**config.mk**
```make
export PLATFORM = sky130hd
export DESIGN_NAME = io_port_bank
export DESIGN_NICKNAME = d
export VERILOG_FILES = /design/src/rtl/io_port_bank.sv
export SDC_FILE = /design/constraint.sdc
export NUM_CORES = 1
export LEC_CHECK = 0
export ABC_AREA = 0
export CORE_MARGIN = 3
export CORE_UTILIZATION = 55
export CTS_BUF_LIST = sky130_fd_sc_hd__clkbuf_8
export DETAILED_ROUTE_END_ITERATION = 12
export DONT_BUFFER_PORTS = 1
export GPL_TIMING_DRIVEN = 0
export PLACE_DENSITY = 0.7
export RECOVER_POWER = 100
export SYNTH_ARGS = -nofsm -noshare
export SYNTH_HDL_FRONTEND = slang
export SYNTH_SLANG_ARGS = --single-unit
```
**constraint.sdc**
```tcl
create_clock -name clk28 -period 2.1 [get_ports clk28]
set_clock_uncertainty 0.15 [all_clocks]
set_input_delay 0.525 -clock clk28 [delete_from_list [all_inputs] [get_ports clk28]]
set_output_delay 0.525 -clock clk28 [all_outputs]
set_load 0.005 [all_outputs]
```
**src/rtl/io_port_bank.sv**
```systemverilog
// Z80 I/O port bank: NWR address-decoded write latches with optional self-lock,
// plus a registered priority mux over NRD read sources driving a shared data-out bus.

module io_wr_port #(
  parameter int             DW       = 8,
  parameter logic [15:0]    ADDR     = '0,
  parameter logic [15:0]    MASK     = '1,
  parameter logic [DW-1:0]  RST_VAL  = '0,
  parameter logic           LOCK_EN  = 1'b0,
  parameter logic [2:0]     LOCK_BIT = '0
) (
  input  logic          clk_i,
  input  logic          rst_i,
  input  logic [15:0]   a_i,
  input  logic [DW-1:0] d_i,
  input  logic          commit_i,
  input  logic          wr_en_i,
  input  logic          unlock_i,
  output logic [DW-1:0] q_o,
  output logic          stb_o,
  output logic          locked_o
);
  if (LOCK_BIT >= DW) begin : g_lock_bit_chk
    $error("io_wr_port: LOCK_BIT out of range for DW");
  end

  logic [DW-1:0] q_q;
  logic          stb_q;
  logic          hit, wr_ok;

  assign hit      = commit_i & wr_en_i & (((a_i ^ ADDR) & MASK) == 16'h0000);
  assign locked_o = LOCK_EN & (|(q_q & (DW'(1) << LOCK_BIT))) & ~unlock_i;
  assign wr_ok    = hit & ~locked_o;

  always_ff @(posedge clk_i) begin
    if (rst_i) begin
      q_q   <= RST_VAL;
      stb_q <= 1'b0;
    end else begin
      stb_q <= wr_ok;
      if (wr_ok) q_q <= d_i;
    end
  end

  assign q_o   = q_q;
  assign stb_o = stb_q;
endmodule

module io_port_bank #(
  parameter int                 NWR      = 4,
  parameter int                 NRD      = 2,
  parameter int                 DW       = 8,
  parameter logic [NWR*16-1:0]  WR_ADDR  = '0,
  parameter logic [NWR*16-1:0]  WR_MASK  = '1,
  parameter logic [NWR*DW-1:0]  WR_RESET = '0,
  parameter logic [NWR-1:0]     LOCK_EN  = '0,
  parameter logic [NWR*3-1:0]   LOCK_BIT = '0,
  parameter logic [NRD*16-1:0]  RD_ADDR  = '0,
  parameter logic [NRD*16-1:0]  RD_MASK  = '1
) (
  input  logic                    clk28,
  input  logic                    rst,
  input  logic [15:0]             a,
  input  logic [DW-1:0]           d,
  input  logic                    ioreq,
  input  logic                    rd,
  input  logic                    wr,
  input  logic [NWR-1:0]          wr_en,
  input  logic [NRD-1:0]          rd_en,
  input  logic                    unlock,
  input  logic [NRD-1:0][DW-1:0]  rd_data,
  output logic [NWR-1:0][DW-1:0]  port_q,
  output logic [NWR-1:0]          wr_stb,
  output logic [NWR-1:0]          locked,
  output logic [DW-1:0]           d_out,
  output logic                    d_out_active
);
  localparam int IW = (NRD > 1) ? $clog2(NRD) : 1;

  // Previous-cycle write flag resets high so a write straddling reset release never commits.
  logic wcyc, wcyc_prev_q, commit;
  assign wcyc   = ioreq & wr;
  assign commit = wcyc & ~wcyc_prev_q;

  always_ff @(posedge clk28) begin
    if (rst) wcyc_prev_q <= 1'b1;
    else     wcyc_prev_q <= wcyc;
  end

  for (genvar i = 0; i < NWR; i++) begin : g_wr
    io_wr_port #(
      .DW       (DW),
      .ADDR     (WR_ADDR[16*i +: 16]),
      .MASK     (WR_MASK[16*i +: 16]),
      .RST_VAL  (WR_RESET[DW*i +: DW]),
      .LOCK_EN  (LOCK_EN[i]),
      .LOCK_BIT (LOCK_BIT[3*i +: 3])
    ) u_port (
      .clk_i    (clk28),
      .rst_i    (rst),
      .a_i      (a),
      .d_i      (d),
      .commit_i (commit),
      .wr_en_i  (wr_en[i]),
      .unlock_i (unlock),
      .q_o      (port_q[i]),
      .stb_o    (wr_stb[i]),
      .locked_o (locked[i])
    );
  end

  logic [NRD-1:0] rd_hit;
  for (genvar j = 0; j < NRD; j++) begin : g_rd
    assign rd_hit[j] = ioreq & rd & rd_en[j] &
                       (((a ^ RD_ADDR[16*j +: 16]) & RD_MASK[16*j +: 16]) == 16'h0000);
  end

  logic [IW-1:0] sel_d, sel_q;
  logic          act_q;

  always_comb begin
    sel_d = '0;
    for (int j = NRD-1; j >= 0; j--) begin
      if (rd_hit[j]) sel_d = IW'(j);
    end
  end

  always_ff @(posedge clk28) begin
    if (rst) begin
      sel_q <= '0;
      act_q <= 1'b0;
    end else begin
      sel_q <= sel_d;
      act_q <= |rd_hit;
    end
  end

  // Data is picked live from the registered index so source changes show through.
  assign d_out        = act_q ? rd_data[sel_q] : '1;
  assign d_out_active = act_q;
endmodule
```
==> results.ini <==
[setup_path]
startpoint_type=flip-flop
critPathKind=reg -> out
critPathMaxStageDelay_ns=0.31
path_delay_family=flip-flops
cp_num_buf_inv=1
crit_path_end_kind=output port
arrival_ns=1.17
cp_cell_sequence=clkbuf_2 -> mux2i_1 -> nand2_1
worstPathMaxFanout=8
worstPathRequired_ns=1.42
crit_slowest_cell=dfxtp_1

[placement]
port_buffers=0
gp_congestion=0.731
dp.cells=217
hpwlAfterDp_um=2850
place_ws_ns=0.279

[pwr]
p_int_mw=1.24
power.density_nw_per_um2=791
leakage_nw=0.836
p_clk_share_pct=47.5
ir_drop_uv=450
pwr-share-seq_pct=48.7
p_total_mw=1.52
p_comb_share_pct=3.8
netSwitchingFraction_pct=18.7
p_sw_mw=0.284

[die]
die_width_um=62.5
io_pins=101
core_sq_um=2900
dieArea_sq_um=3900
start_util_pct=60.4
die_h_um=62.5
rows=19

[logic_synthesis]
synth-seq-cells=39
ys_warn_count=0
syn-cell-area_sq_um=1750
synth_cell_type_count=18
synth_area_leaders=dfxtp_1, mux2i_1, nand2b_1
syn_avg_cell_area_sq_um=10.2
ys_seq_area_share_pct=44.5
synth_top_area_cell=dfxtp_1
synth_top_area_share_pct=44.5
postSynthCellCount=172

[sta]
fin_crit_ns=1.85
drv_slew=0
slew_headroom_pct=53.9
setup_viol=0
finalHoldViolCount=0
tightest_slew_ns=0.692
fin_ws_ns=0.254
fmax_ghz=0.542
setup_tns_ns=0
fin_crit_sh_pct=87.9
rsz0062_at_grt=no

[clock_tree]
clk_latency_ns=0.29
cts_tree=yes
postCtsSetupBuffers=0
clk_pin_slew_ns=0.06
cts.sinks=39
post_cts_resized=0
h-tree-depth=2
cts_buffer_depth=2
cts_made_buffers=5
hold_buffers=0
cts_root_buf=clkbuf_8

[detailed_routing]
dr.pass1.iters=4
drt-wirelength-per-cell_um=16.6
drt-total-wl_um=3750
ant_nets=0
viasPerCell=5.32
drt_iter0_drc=51
drcViolationCount=0
vias=1196

[finish]
final_cell_mix=nand2b_1, mux2i_1, dfxtp_1
syn_to_final_growth_pct=9.85
fill_cells=237
diodes=0
layout.nets=234
drive_above_1_share_pct=9.84
layout_commonest_cell=nand2b_1
final_cells=225

[global_route]
track_usage_pct=19.2
antenna_found_initial=0
grt_first_pass_wirelength_um=5840
grt_remaining_overflow=0
grt_max_degree=13
grt_pass1_vias=1209

[job]
maxCapViolations=0

[status]
outcome=finished, final reports clean

[hold_path]
hold_path_class=in -> reg

cell type report:
class	count	area (sq um)	share of cell area [%]
multi-input cells	117	850	44.1
plain buffers	19	110	5.72
clock inverters	3	63.8	3.31
well taps	42	52.6	2.73
flip-flops and latches	39	781	40.5
clock buffers	5	68.8	3.57
Yosys cell counts, drive strengths merged:
master,n
and2b,1
and3,2
buf,14
clkbuf,5
conb,1
dfxtp,39
mux2i,40
nand2,10
nand2b,41
nand3,4
nor2,6
nor3b,5
nor4,4
worst paths after layout:
check / start / end / slack (ns) / cells past startpoint
min reg2reg: g_wr[0].u_port.q_o[2]$_SDFFE_PP0P_ / g_wr[0].u_port.q_o[2]$_SDFFE_PP0P_ / 0.35 / 2
min: rd_en[0] / sel_q$_SDFF_PP0_ / 0.16 / 1
max: sel_q$_SDFF_PP0_ / d_out[6] / 0.25 / 3
max reg2reg: wcyc_prev_q$_SDFF_PP1_ / g_wr[0].u_port.q_o[6]$_SDFFE_PP0P_ / 0.55 / 4
layer usage:
metal  GRT usage [%]  up-vias  share of wire, %
met4            5.79        0               1.1
li1                -      576                 -
met1            20.3      537                38
met5               0        -                 0
met2            32.4       77                47
met3            11.0        6                14
per-stage QoR:
| step | hold slack (ns) | cell area, sq um | utilization (%) |
|---|---|---|---|
| final | 0.164 | 1930 | 66.4 |
| after global routing | 0.155 | 1930 | 66.4 |
| after CTS | 0.156 | 1950 | 67.2 |
| after detailed placement | 0.335 | 1820 | 62.6 |
| after global placement | 0.333 | 1820 | 62.6 |
| after floorplan | 0.315 | 1760 | - |
state kept, by name, indices dropped and copies added (netlist names):
name	cells
d_out_active	1
wcyc_prev_q	1
g_wr.u_port.q_o	32
g_wr.u_port.stb_o	4
sel_q	1
logic make-up (layout without fill, tap and decap cells):
group | after synthesis | after routing | share of synthesized area, %
simple gates | 73 | 73 | 24.8
mux | 40 | 40 | 22.8
other cells | 1 | 4 | 0.214
buf+inv | 19 | 27 | 7.57
flops | 39 | 39 | 44.5
power groups by stage:
stage / combinational, mW / clock [mW] / sequential (mW)
4_1_cts: 0.0578 / 0.731 / 0.741
2_1_floorplan: 0.0469 / 0 / 0.758
3_5_place_dp: 0.0571 / 0 / 0.759
5_1_grt: 0.0641 / 0.765 / 0.742
3_3_place_gp: 0.0554 / 0 / 0.759
6_report: 0.0577 / 0.724 / 0.741
(Power assumes the default switching activity.)
